--- config.mk ---
export PLATFORM = sky130hd
export DESIGN_NAME = multicycle_ctrl
export DESIGN_NICKNAME = d
export VERILOG_FILES = /design/src/rtl/mc_pkg.sv /design/src/rtl/mc_decode.sv /design/src/rtl/multicycle_ctrl.sv
export SDC_FILE = /design/constraint.sdc
export NUM_CORES = 1
export LEC_CHECK = 0
export ABC_AREA = 1
export BUFFER_PORTS_ARGS = -buffer_cell sky130_fd_sc_hd__buf_2
export CAP_MARGIN = 0
export CORE_MARGIN = 3
export CORE_UTILIZATION = 45
export DETAILED_ROUTE_END_ITERATION = 10
export GPL_TIMING_DRIVEN = 0
export PLACE_DENSITY = 0.77
export SKIP_CTS_REPAIR_TIMING = 1
export SYNTH_ARGS = -nofsm -noshare
export SYNTH_HDL_FRONTEND = slang
export SYNTH_HIERARCHICAL = 1
export SYNTH_SLANG_ARGS = --single-unit
--- constraint.sdc ---
create_clock -name clk -period 3 [get_ports clk]
set_input_delay 0.6 -clock clk [delete_from_list [all_inputs] [get_ports clk]]
set_output_delay 0.6 -clock clk [all_outputs]
set_load 0.01 [all_outputs]
--- src/rtl/mc_pkg.sv ---
// Shared encodings for the multi-cycle MIPS control path: FSM states, instruction
// classes, datapath select codes and opcode/funct constants.
package mc_pkg;

  typedef enum logic [2:0] {
    S_FETCH  = 3'd0,
    S_DECODE = 3'd1,
    S_EXEC   = 3'd2,
    S_MEM    = 3'd3,
    S_WB     = 3'd4,
    S_HALT   = 3'd5,
    S_ERROR  = 3'd6
  } state_t;

  typedef enum logic [3:0] {
    C_NOP, C_ADDU, C_SUBU, C_ORI, C_LUI, C_LW, C_SW, C_BEQ, C_J, C_JAL, C_JR, C_ILL
  } cls_t;

  localparam logic [2:0] ALU_ADD = 3'b000;
  localparam logic [2:0] ALU_SUB = 3'b001;
  localparam logic [2:0] ALU_OR  = 3'b010;
  localparam logic [2:0] ALU_LUI = 3'b011;

  localparam logic [1:0] A3_RD = 2'b00;
  localparam logic [1:0] A3_RT = 2'b01;
  localparam logic [1:0] A3_RA = 2'b10;

  localparam logic [1:0] WD_ALU = 2'b00;
  localparam logic [1:0] WD_DM  = 2'b01;
  localparam logic [1:0] WD_PC  = 2'b10;

  localparam logic [1:0] PC_PLUS4  = 2'b00;
  localparam logic [1:0] PC_BRANCH = 2'b01;
  localparam logic [1:0] PC_JUMP   = 2'b10;
  localparam logic [1:0] PC_REG    = 2'b11;

  localparam logic [5:0] OP_RTYPE = 6'h00;
  localparam logic [5:0] OP_J     = 6'h02;
  localparam logic [5:0] OP_JAL   = 6'h03;
  localparam logic [5:0] OP_BEQ   = 6'h04;
  localparam logic [5:0] OP_ORI   = 6'h0D;
  localparam logic [5:0] OP_LUI   = 6'h0F;
  localparam logic [5:0] OP_LW    = 6'h23;
  localparam logic [5:0] OP_SW    = 6'h2B;

  localparam logic [5:0] FN_JR   = 6'h08;
  localparam logic [5:0] FN_ADDU = 6'h21;
  localparam logic [5:0] FN_SUBU = 6'h23;

endpackage

--- src/rtl/mc_decode.sv ---
// Combinational instruction classifier: maps IR contents to an instruction class
// plus the static ALU/extender/write-back selects that class needs.
module mc_decode
  import mc_pkg::*;
(
  input  logic [31:0] instr,
  output cls_t        cls,
  output logic [2:0]  alu_op,
  output logic        alu_src_b,
  output logic        ext_op,
  output logic [1:0]  a3_sel,
  output logic [1:0]  wd_sel
);

  logic [5:0] w_op;
  logic [5:0] w_fn;

  assign w_op = instr[31:26];
  assign w_fn = instr[5:0];

  always_comb begin
    cls       = C_ILL;
    alu_op    = ALU_ADD;
    alu_src_b = 1'b0;
    ext_op    = 1'b0;
    a3_sel    = A3_RD;
    wd_sel    = WD_ALU;
    case (w_op)
      OP_RTYPE: begin
        if (instr == 32'd0) begin
          cls = C_NOP;
        end else begin
          case (w_fn)
            FN_ADDU: cls = C_ADDU;
            FN_SUBU: begin cls = C_SUBU; alu_op = ALU_SUB; end
            FN_JR:   cls = C_JR;
            default: cls = C_ILL;
          endcase
        end
      end
      OP_ORI: begin
        cls = C_ORI; alu_op = ALU_OR; alu_src_b = 1'b1; a3_sel = A3_RT;
      end
      OP_LUI: begin
        cls = C_LUI; alu_op = ALU_LUI; alu_src_b = 1'b1; a3_sel = A3_RT;
      end
      OP_LW: begin
        cls = C_LW; alu_src_b = 1'b1; ext_op = 1'b1; a3_sel = A3_RT; wd_sel = WD_DM;
      end
      OP_SW: begin
        cls = C_SW; alu_src_b = 1'b1; ext_op = 1'b1;
      end
      OP_BEQ:  begin cls = C_BEQ; alu_op = ALU_SUB; end
      OP_J:    cls = C_J;
      OP_JAL:  cls = C_JAL;
      default: cls = C_ILL;
    endcase
  end

endmodule

--- src/rtl/multicycle_ctrl.sv ---
// Multi-cycle control FSM: FETCH/DECODE/EXEC/MEM/WB sequencing with memory handshake
// timeout, illegal-opcode policy and a retired-instruction counter.
module multicycle_ctrl
  import mc_pkg::*;
#(
  parameter int TIMEOUT      = 16,
  parameter bit ILLEGAL_HALT = 1'b1,
  parameter int CNT_W        = 32
) (
  input  logic             clk,
  input  logic             reset,
  input  logic [31:0]      instr,
  input  logic             equ,
  input  logic             imem_ack,
  input  logic             dmem_ack,
  output logic             imem_req,
  output logic             dmem_req,
  output logic             dmem_we,
  output logic             ir_we,
  output logic             pc_we,
  output logic [1:0]       pc_src,
  output logic [2:0]       alu_op,
  output logic             alu_src_b,
  output logic             ext_op,
  output logic [1:0]       a3_sel,
  output logic [1:0]       wd_sel,
  output logic             reg_we,
  output logic [2:0]       state,
  output logic             halted,
  output logic             err,
  output logic [CNT_W-1:0] retired
);

  localparam int WAIT_W = $clog2(TIMEOUT + 1);

  state_t            r_state;
  logic [WAIT_W-1:0] r_wait;
  logic [CNT_W-1:0]  r_retired;

  cls_t       w_cls;
  logic [2:0] w_alu_op;
  logic       w_alu_src_b;
  logic       w_ext_op;
  logic [1:0] w_a3_sel;
  logic [1:0] w_wd_sel;
  logic       w_timeout;

  mc_decode u_decode (
    .instr     (instr),
    .cls       (w_cls),
    .alu_op    (w_alu_op),
    .alu_src_b (w_alu_src_b),
    .ext_op    (w_ext_op),
    .a3_sel    (w_a3_sel),
    .wd_sel    (w_wd_sel)
  );

  // The current waiting cycle is the last one allowed; an ack in it still wins.
  assign w_timeout = (r_wait == WAIT_W'(TIMEOUT - 1));

  always_ff @(posedge clk or posedge reset) begin
    if (reset) begin
      r_state   <= S_FETCH;
      r_wait    <= '0;
      r_retired <= '0;
    end else begin
      case (r_state)
        S_FETCH: begin
          if (imem_ack) begin
            r_state <= S_DECODE;
            r_wait  <= '0;
          end else if (w_timeout) begin
            r_state <= S_ERROR;
            r_wait  <= '0;
          end else begin
            r_wait <= r_wait + 1'b1;
          end
        end
        S_DECODE: begin
          case (w_cls)
            C_NOP, C_J, C_JAL, C_JR: begin
              r_state   <= S_FETCH;
              r_retired <= r_retired + 1'b1;
            end
            C_ILL:   r_state <= ILLEGAL_HALT ? S_HALT : S_FETCH;
            default: r_state <= S_EXEC;
          endcase
        end
        S_EXEC: begin
          case (w_cls)
            C_LW, C_SW: r_state <= S_MEM;
            C_BEQ: begin
              r_state   <= S_FETCH;
              r_retired <= r_retired + 1'b1;
            end
            default: r_state <= S_WB;
          endcase
        end
        S_MEM: begin
          if (dmem_ack) begin
            r_wait <= '0;
            if (w_cls == C_SW) begin
              r_state   <= S_FETCH;
              r_retired <= r_retired + 1'b1;
            end else begin
              r_state <= S_WB;
            end
          end else if (w_timeout) begin
            r_state <= S_ERROR;
            r_wait  <= '0;
          end else begin
            r_wait <= r_wait + 1'b1;
          end
        end
        S_WB: begin
          r_state   <= S_FETCH;
          r_retired <= r_retired + 1'b1;
        end
        default: r_state <= r_state;
      endcase
    end
  end

  // Outputs decode from state+instr (plus the handshakes); reset silences them at once.
  always_comb begin
    imem_req  = 1'b0;
    dmem_req  = 1'b0;
    dmem_we   = 1'b0;
    ir_we     = 1'b0;
    pc_we     = 1'b0;
    pc_src    = PC_PLUS4;
    alu_op    = ALU_ADD;
    alu_src_b = 1'b0;
    ext_op    = 1'b0;
    a3_sel    = A3_RD;
    wd_sel    = WD_ALU;
    reg_we    = 1'b0;
    if (!reset) begin
      case (r_state)
        S_FETCH: begin
          imem_req = 1'b1;
          ir_we    = imem_ack;
          pc_we    = imem_ack;
        end
        S_DECODE: begin
          case (w_cls)
            C_J:   begin pc_we = 1'b1; pc_src = PC_JUMP; end
            C_JAL: begin
              pc_we = 1'b1; pc_src = PC_JUMP;
              reg_we = 1'b1; a3_sel = A3_RA; wd_sel = WD_PC;
            end
            C_JR:  begin pc_we = 1'b1; pc_src = PC_REG; end
            default: ;
          endcase
        end
        S_EXEC, S_MEM: begin
          alu_op    = w_alu_op;
          alu_src_b = w_alu_src_b;
          ext_op    = w_ext_op;
          if (r_state == S_EXEC && w_cls == C_BEQ) begin
            pc_we  = equ;
            pc_src = PC_BRANCH;
          end
          if (r_state == S_MEM) begin
            dmem_req = 1'b1;
            dmem_we  = (w_cls == C_SW);
          end
        end
        S_WB: begin
          reg_we = 1'b1;
          a3_sel = w_a3_sel;
          wd_sel = w_wd_sel;
        end
        default: ;
      endcase
    end
  end

  assign state   = r_state;
  assign halted  = (r_state == S_HALT);
  assign err     = (r_state == S_ERROR);
  assign retired = r_retired;

endmodule
==> results of run 1 <==
cells by family (layout without fill, tap and decap cells):
| logic type | Yosys count | after routing | share of synthesized area |
|---|---|---|---|
| DFF | 40 | 40 | 0.284 |
| xor gates and xnor gates | 15 | 15 | 0.0373 |
| other | 1 | 3 | 0.00107 |
| muxes | 1 | 1 | 0.00285 |
| and+or+nand+nor | 396 | 396 | 0.486 |
| adders and majority gates | 2 | 2 | 0.00711 |
| buffers and inverters | 84 | 183 | 0.108 |
| AOI/OAI and AO/OA | 48 | 48 | 0.0729 |
per-layer routing:
metal / vias up / share of wire
met5: - / 0
met4: 0 / 0.021
met3: 22 / 0.058
met2: 110 / 0.48
met1: 1773 / 0.44
li1: 2025 / -
flip-flops by register name, indices dropped and copies added, names as in the netlist:
name / cells
r_wait: 5
retired: 32
state: 3
worst reg2reg max path, stage by stage (launching register included):
cell and delay, ns:
dfrtp_1 0.50, ha_1 0.33, inv_1 0.10, nor2_2 0.22, nand2_1 0.08, nor2_1 0.32
nand2_1 0.10, nand2_1 0.07, nand2_1 0.05, nand2_1 0.05, nand2_1 0.05
worst paths after layout:
kind,to,cells after the start
max,pc_we,17
min,r_wait[0],2
max reg2reg,retired[30],10
min reg2reg,r_wait[0],1
max in group asynchronous,retired[11],3
min in group clk,r_wait[0],1
metrics by stage:
stage | setup WS (ns) | instance area [µm²] | instances | setup TNS [ns]
3_5_place_dp | 0.232 | 4120 | 778 | 0
5_1_grt | -0.00699 | 4260 | 787 | -0.0107
3_3_place_gp | -0.417 | 4100 | 777 | -1.75
6_report | 0.206 | 4260 | 787 | 0
4_1_cts | 0.226 | 4230 | 786 | 0
2_1_floorplan | 0.366 | 3530 | 589 | 0
power breakdown:
group          total [W]  leakage, nW  switching, W  internal (W)
sequential      0.000539        0.523             0      0.000539
clock           0.000469       0.0548      0.000218      0.000251
combinational   0.000101         1.71     0.0000615     0.0000390
total            0.00111         2.29      0.000280      0.000829
cell type report:
cell class,instances,area [µm²]
plain buffers,14,113
clock buffers,5,68.8
clock inverters,3,46.3
fillers,771,3150
inverters,70,268
multi-input cells,465,2160
flip-flops and latches,40,1000
well taps,99,124
repair buffers,91,473
layout by cell type, fill, tap and decap left out, types with 5 or more instances in the layout:
cell type  instances
nand2_1          213
dfrtp_1           40
o21ai_0            8
xor2_1             7
nand4_1            9
nor2_1            90
nand3_2            6
nor2_2             8
xnor2_1            8
nand3_1           46
o21ai_1           30
inv_1             58
nand2_2           10
buf_2             92
clkbuf_8           5
buf_4              7
inv_2             10
==> flow_summary.toml, run 1 <==
[worst_setup_path]
cp_num_buf_inv = 6
crit_path_frequent_cell = "inv_1"
cp.arrival_ns = 2.19
cp_cell_sequence = "buf_2 > inv_1 > nand2_2 > nor2_4 > nand2_4 > nand3_2 > nor2_2 > nor2_1 > nand2_1 > inv_2 > nand4_1 > inv_1 > nand3_1 > nand3_1 > nand2_1 > inv_1 > buf_2"
path_class = "in -> out"
critPathTopFamily = "simple AND/OR/NAND/NOR gates"
cp_data_required_time_ns = 2.40
r2r_slack_ns = 1.01
worstSetupStartpoint = "instr[31]"
start_kind = "primary input"
r2r-start = "retired[0]"
max_stage_delay_ns = 0.12
crit_fanout = 5
end_kind = "primary output"
cp_slowest_cell = "buf_2"

[route]
routed_wl_mm = 9.63
ant_nets = 0
first_pass_iters = 4
viasPerCell = 4.99
drt_iter0_drc = 170
avgRoutedWirePerCell_um = 12.2
vias = 3930
drc = 0

[cts]
cts.clk_slew.worst_paths_ns = 0.08
ctsHtreeMaxLevel = 2
cts.sinks = 40
cts_buffers = 5
tritoncts = "built"
clock-root-buffer = "clkbuf_8"
ctsLongestPathBuffers = 2
clk_latency_ns = 0.31

[global_route]
top_usage_layer = "met2"
met1_usage = 0.277
grt_pass1_wl_mm = 16.4
grt_usage = 0.225
use_met2 = 0.397
grt_pass1_vias = 3754
grt_overflow_total = 0
use_met3 = 0.0494
antenna_found_initial = 0
grt_max_degree = 38

[synth]
synth_top_area_cell = "dfrtp_1"
synth.area.top_cells = "dfrtp_1 (28%), nand2_1 (23%), nor2_1 (9.8%), nand3_1 (6.7%), inv_1 (6.4%)"
syn_inst = 587
ys_async_sr_fraction = 1.00
yosysMostFrequentCell = "nand2_1"
synth_warnings = 6
synth.cell_area_um2 = 3520
ys_ff_latch = 40
synth_ff_type = "dfrtp_1"
synth_cell_types = 35
synth_top_area_frac = 0.284
synthTopCellsByCount = "nand2_1 (213), nor2_1 (92), inv_1 (60), nand3_1 (47), dfrtp_1 (40)"
syn_avg_cell_area_um2 = 5.99
synth_seq_area_share = 0.284
synth_edf_count = 0

[outcome]
status = "completed"

[timing]
holdWs_ns = 0.236
setup_viol = 0
slew_viol_final = 0
clock_skew_ns = 0.0192
timing.final.hold_violations = 0
max_freq_mhz = 358
fin_crit_sh = 0.931
final.min_clock_period_ns = 2.79

[power]
power_density_nw_per_um2 = 260
power_w = 0.00111
peakVddDrop_mv = 0.227
leakagePower_nw = 2.29

[placement]
dp_hpwl_mm = 7.61
gp_congestion = 0.941
port_buffers = 89

[finish]
layout-drive-gt1-share = 0.231
fin_util = 0.575
syn2layout_area_growth_pct = 21.0
nets = 726
diodes = 0

[die]
dieArea_um2 = 8920
row_count = 31
die_x_um = 94.4
coreArea_um2 = 7410
boundaryPins = 91
die_h_um = 94.4
start_util = 0.475

[run]
maxCapViolations = 0

[hold_path]
min_path_type = "in -> async"
(Power assumes the default switching activity.)
==> inputs of run 2 (changes only) <==
--- a/config.mk
+++ b/config.mk
@@ -12,7 +12,7 @@
 export CORE_UTILIZATION = 45
 export DETAILED_ROUTE_END_ITERATION = 10
 export GPL_TIMING_DRIVEN = 0
-export PLACE_DENSITY = 0.77
+export PLACE_DENSITY = 0.79
 export SKIP_CTS_REPAIR_TIMING = 1
 export SYNTH_ARGS = -nofsm -noshare
 export SYNTH_HDL_FRONTEND = slang
==> run 2 against run 1 <==
  * Register-to-register slack better by 0.02 ns
  * Count of clock-buffer cells in the layout stayed put
  * Sequential share of layout area hardly changed
  * Design area is 0.18% lower
  * Critical endpoint is now a3_sel[1]
  * Largest cell class unchanged
  * Largest power group unchanged
==> flow_summary.toml, run 2 (synthesis results as in run 1) <==
[power]
peakVddDrop_mv = 0.142
netSwitchingPower_w = 0.000279
power_density_nw_per_um2 = 261
pwr-share-seq = 0.486
sw_frac_of_total = 0.252
comb_power_share = 0.090
p_clk_frac = 0.424
p_int_w = 0.000829
leakagePower_nw = 2.29

[cts]
cts.clk_slew.worst_paths_ns = 0.08
ctsHtreeMaxLevel = 2
clk_latency_ns = 0.31
cts_buffers = 5
ctsLongestPathBuffers = 2
clock-root-buffer = "clkbuf_8"
cts.sinks = 40
tritoncts = "built"

[worst_setup_path]
crit_fanout = 5
cp.arrival_ns = 2.19
r2r_cells = 10
r2r-end = "retired[30]"
worstSetupStartpoint = "instr[28]"
cp-endpoint = "a3_sel[1]"
cp_slowest_cell = "nor3_1"
cp_cell_sequence = "buf_2 > inv_1 > nor2_1 > nand3_2 > nand3_2 > nor2_2 > nor2_1 > nand2_1 > nand2_1 > nor3_1 > nand4_1 > o21ai_0 > buf_2"
r2r_slack_ns = 1.03
r2r-start = "retired[0]"
max_stage_delay_ns = 0.21
start_kind = "primary input"
critical_path_depth = 13
end_kind = "primary output"
cp_num_buf_inv = 3
critPathTopFamily = "simple AND/OR/NAND/NOR gates"
path_class = "in -> out"
cp_data_required_time_ns = 2.40

[die]
boundaryPins = 91
row_count = 31
start_util = 0.475
dieArea_um2 = 8920
coreArea_um2 = 7410
die_h_um = 94.4
die_x_um = 94.4

[route]
drt_iter0_drc = 201
drc = 0
routed_wl_mm = 9.52
viasPerCell = 4.96
first_pass_iters = 5
avgRoutedWirePerCell_um = 12.1
vias = 3900
ant_nets = 0

[finish]
diodes = 0
layout-drive-gt1-share = 0.227
fin_util = 0.574
final_common_cell = "nand2_1"
largest_reg_flops = 32
nets = 725
stdcell_count = 786
syn2layout_area_growth_pct = 20.8
final_cell_mix = "nand2_1 (213), buf_2 (92), nor2_1 (90)"

[global_route]
grt_overflow_total = 0
grt_max_degree = 34
grt_pass1_wl_mm = 16.2
grt_usage = 0.223
antenna_found_initial = 0
grt_pass1_vias = 3625

[timing]
fin_crit_sh = 0.929
rsz0062_at_grt = "false"
final.min_clock_period_ns = 2.79
timing.final.hold_violations = 0
slew_viol_final = 0
holdWs_ns = 0.268
max_freq_mhz = 359
setup_viol = 0
clock_skew_ns = 0.0208

[placement]
gp_congestion = 0.957
dp_hpwl_mm = 7.54
port_buffers = 89
placed_cells = 778

[hold_path]
min_path_type = "in -> async"

[outcome]
status = "completed"

[run]
maxCapViolations = 0
-- run 2: layer usage --
metal | GRT usage | up-vias | wire length (µm)
met1 | 0.286 | 1757 | 4180
li1 | - | 2018 | -
met5 | 0 | - | 0
met4 | 0.0433 | 0 | 102
met2 | 0.393 | 114 | 4590
met3 | 0.0422 | 11 | 639
-- run 2: worst min-delay path by stage --
stage           endpoint      start  cells past startpoint  slack (ns)
2_1_floorplan  r_wait[0]  r_wait[0]                      1        0.48
3_3_place_gp   r_wait[0]  r_wait[0]                      1        0.49
3_5_place_dp   r_wait[4]  r_wait[4]                      2        0.51
4_1_cts         state[0]      reset                      2        0.26
5_1_grt         state[0]      reset                      2        0.27
6_report        state[0]      reset                      2        0.27
-- run 2: per-stage QoR --
stage	setup WS, ns	instance area [µm²]	TNS (ns)	total power (W)
after floorplan	0.366	3530	0	0.000604
after global placement	-0.397	4100	-1.67	0.000640
after detailed placement	0.222	4120	0	0.000647
after CTS	0.217	4230	0	0.00111
after global routing	0.0118	4250	0	0.00115
final	0.213	4250	0	0.00111
-- run 2: layout make-up --
type | instances | area, µm²
inverters | 70 | 268
multi-input cells | 465 | 2160
repair buffers | 90 | 465
well taps | 99 | 124
plain buffers | 14 | 113
flip-flops and latches | 40 | 1000
fillers | 706 | 3160
clock buffers | 5 | 68.8
clock inverters | 3 | 46.3
-- run 2: worst register-to-register path, stage by stage, from the launching register on --
cell and delay (ns):
dfrtp_1 0.50, ha_1 0.32, inv_1 0.10, nor2_2 0.23, nand2_1 0.08, nor2_1 0.31, nand2_1 0.09, nand2_1 0.07
nand2_1 0.05, nand2_1 0.05, nand2_1 0.04
-- run 2: power groups by stage --
stage	clock network, W	logic [W]	registers, W
after floorplan	0	0.0000550	0.000549
after global placement	0	0.0000909	0.000549
after detailed placement	0	0.0000974	0.000549
after CTS	0.000476	0.0000977	0.000539
after global routing	0.000498	0.000115	0.000539
final	0.000469	0.0000998	0.000539
==> inputs of run 3 (changes only) <==
--- a/config.mk
+++ b/config.mk
@@ -13,6 +13,7 @@
 export DETAILED_ROUTE_END_ITERATION = 10
 export GPL_TIMING_DRIVEN = 0
 export PLACE_DENSITY = 0.79
+export SETUP_SLACK_MARGIN = 0.3
 export SKIP_CTS_REPAIR_TIMING = 1
 export SYNTH_ARGS = -nofsm -noshare
 export SYNTH_HDL_FRONTEND = slang
==> run 3 against run 2 <==
  * Setup slack better by 0.10 ns
  * Design area is 3.4% higher
  * Critical path type unchanged
  * Total power is 1.8% higher
  * Non-clock buffer count increased by 4
  * Largest cell class unchanged
==> flow_summary.toml, run 3 (synthesis results as in run 1) <==
[route]
wl_met2_mm = 4.78
first_pass_iters = 5
top_layer = "met4"
routed_wl_mm = 9.86
avgRoutedWirePerCell_um = 12.5
ant_nets = 0
drt_iter0_drc = 201
route.met3.wl_um = 656
wl_met1_mm = 4.30
drc = 0
viasPerCell = 5.03
vias = 3977

[die]
boundaryPins = 91
start_util = 0.475
row_count = 31
die_h_um = 94.4
coreArea_um2 = 7410
die_x_um = 94.4
dieArea_um2 = 8920

[cts]
ctsHtreeMaxLevel = 2
clock-root-buffer = "clkbuf_8"
cts.clk_slew.worst_paths_ns = 0.08
tritoncts = "built"
cts.sinks = 40
clk_latency_ns = 0.32
cts_buffers = 5
ctsLongestPathBuffers = 2

[global_route]
grt_pass1_wl_mm = 16.2
grt_overflow_total = 0
antenna_found_initial = 0
grt_pass1_vias = 3625
grt_max_degree = 34
grt_usage = 0.223

[finish]
seqCellArea_um2 = 1000
multi_input_area_um2 = 2260
final_common_cell = "nand2_1"
fin_util = 0.593
final_cell_mix = "nand2_1 (208), buf_2 (87), nor2_1 (83)"
final.fill_count = 697
largest_reg_flops = 32
layout-drive-gt1-share = 0.262
nets = 729
syn2layout_area_growth_pct = 25.0
diodes = 0
design_area_um2 = 4400

[power]
leakagePower_nw = 2.33
power_w = 0.00113
peakVddDrop_mv = 0.142
power_density_nw_per_um2 = 256

[worst_setup_path]
start_kind = "primary input"
cp_slowest_cell = "nor2_4"
path_class = "in -> out"
crit_fanout = 6
end_kind = "primary output"
cp.arrival_ns = 2.09
max_stage_delay_ns = 0.17
cp_data_required_time_ns = 2.40
cp_cell_sequence = "buf_6 > inv_4 > nand2_4 > nor2_4 > nand2_4 > nand3_4 > nor2_4 > nor2_2 > nand2_2 > nand4_1 > inv_1 > buf_4 > a22oi_2 > nor2_1 > buf_2"

[timing]
slew_viol_final = 0
final.min_clock_period_ns = 2.69
setup_viol = 0
timing.final.hold_violations = 0
max_freq_mhz = 372
holdWs_ns = 0.269
clock_skew_ns = 0.0208
fin_crit_sh = 0.896
finalWorstSetupSlack_ns = 0.313
rsz0062_at_grt = "true"

[placement]
dp_slack_ns = 0.222
port_buffers = 89
postPlaceCellArea_um2 = 4120
gp_congestion = 0.957
dp_hpwl_mm = 7.54

[hold_path]
min_path_type = "in -> async"

[run]
maxCapViolations = 0

[outcome]
status = "completed"
[run 3: cell count changes in the layout (fill, tap and decap cells not counted), sizes merged]
cell,before,now
buf,103,105
clkbuf,6,8
[run 3: final cells by class]
type | instances | share of cell area
well taps | 99 | 0.0282
repair buffers | 94 | 0.117
plain buffers | 14 | 0.0256
inverters | 70 | 0.0620
clock inverters | 3 | 0.0105
multi-input cells | 465 | 0.513
flip-flops and latches | 40 | 0.228
clock buffers | 5 | 0.0157
[run 3: critical path: cells and delay by family]
kind / cells / cell delay [ns]
simple gates: 9 / 0.85
buf+inv: 5 / 0.50
compound gates: 1 / 0.12
[run 3: per-stage QoR]
step	instances	setup TNS [ns]
after floorplan	589	0
after global placement	777	-1.67
after detailed placement	778	0
after CTS	786	0
after global routing	790	0
final	790	0
[run 3: layer usage]
layer | track usage | up-vias
met5 | 0 | -
met2 | 0.393 | 121
met4 | 0.0433 | 0
li1 | - | 2029
met1 | 0.286 | 1812
met3 | 0.0422 | 15
[run 3: path summary, 6_finish.rpt]
check | start | endpoint | slack [ns] | cells past startpoint
setup / recovery | instr[31] | pc_src[0] | 0.31 | 15
hold / removal | reset | state[0] | 0.27 | 2
setup reg to reg | retired[0] | retired[30] | 1.03 | 10
hold reg to reg | r_wait[0] | r_wait[0] | 0.52 | 1
max in group asynchronous | reset | retired[30] | 2.27 | 3
min in group clk | r_wait[0] | r_wait[0] | 0.52 | 1
[run 3: power by group]
group / internal, W / switching, W
Combinational: 0.0000468 / 0.0000698
Sequential: 0.000539 / 0
Clock: 0.000251 / 0.000221
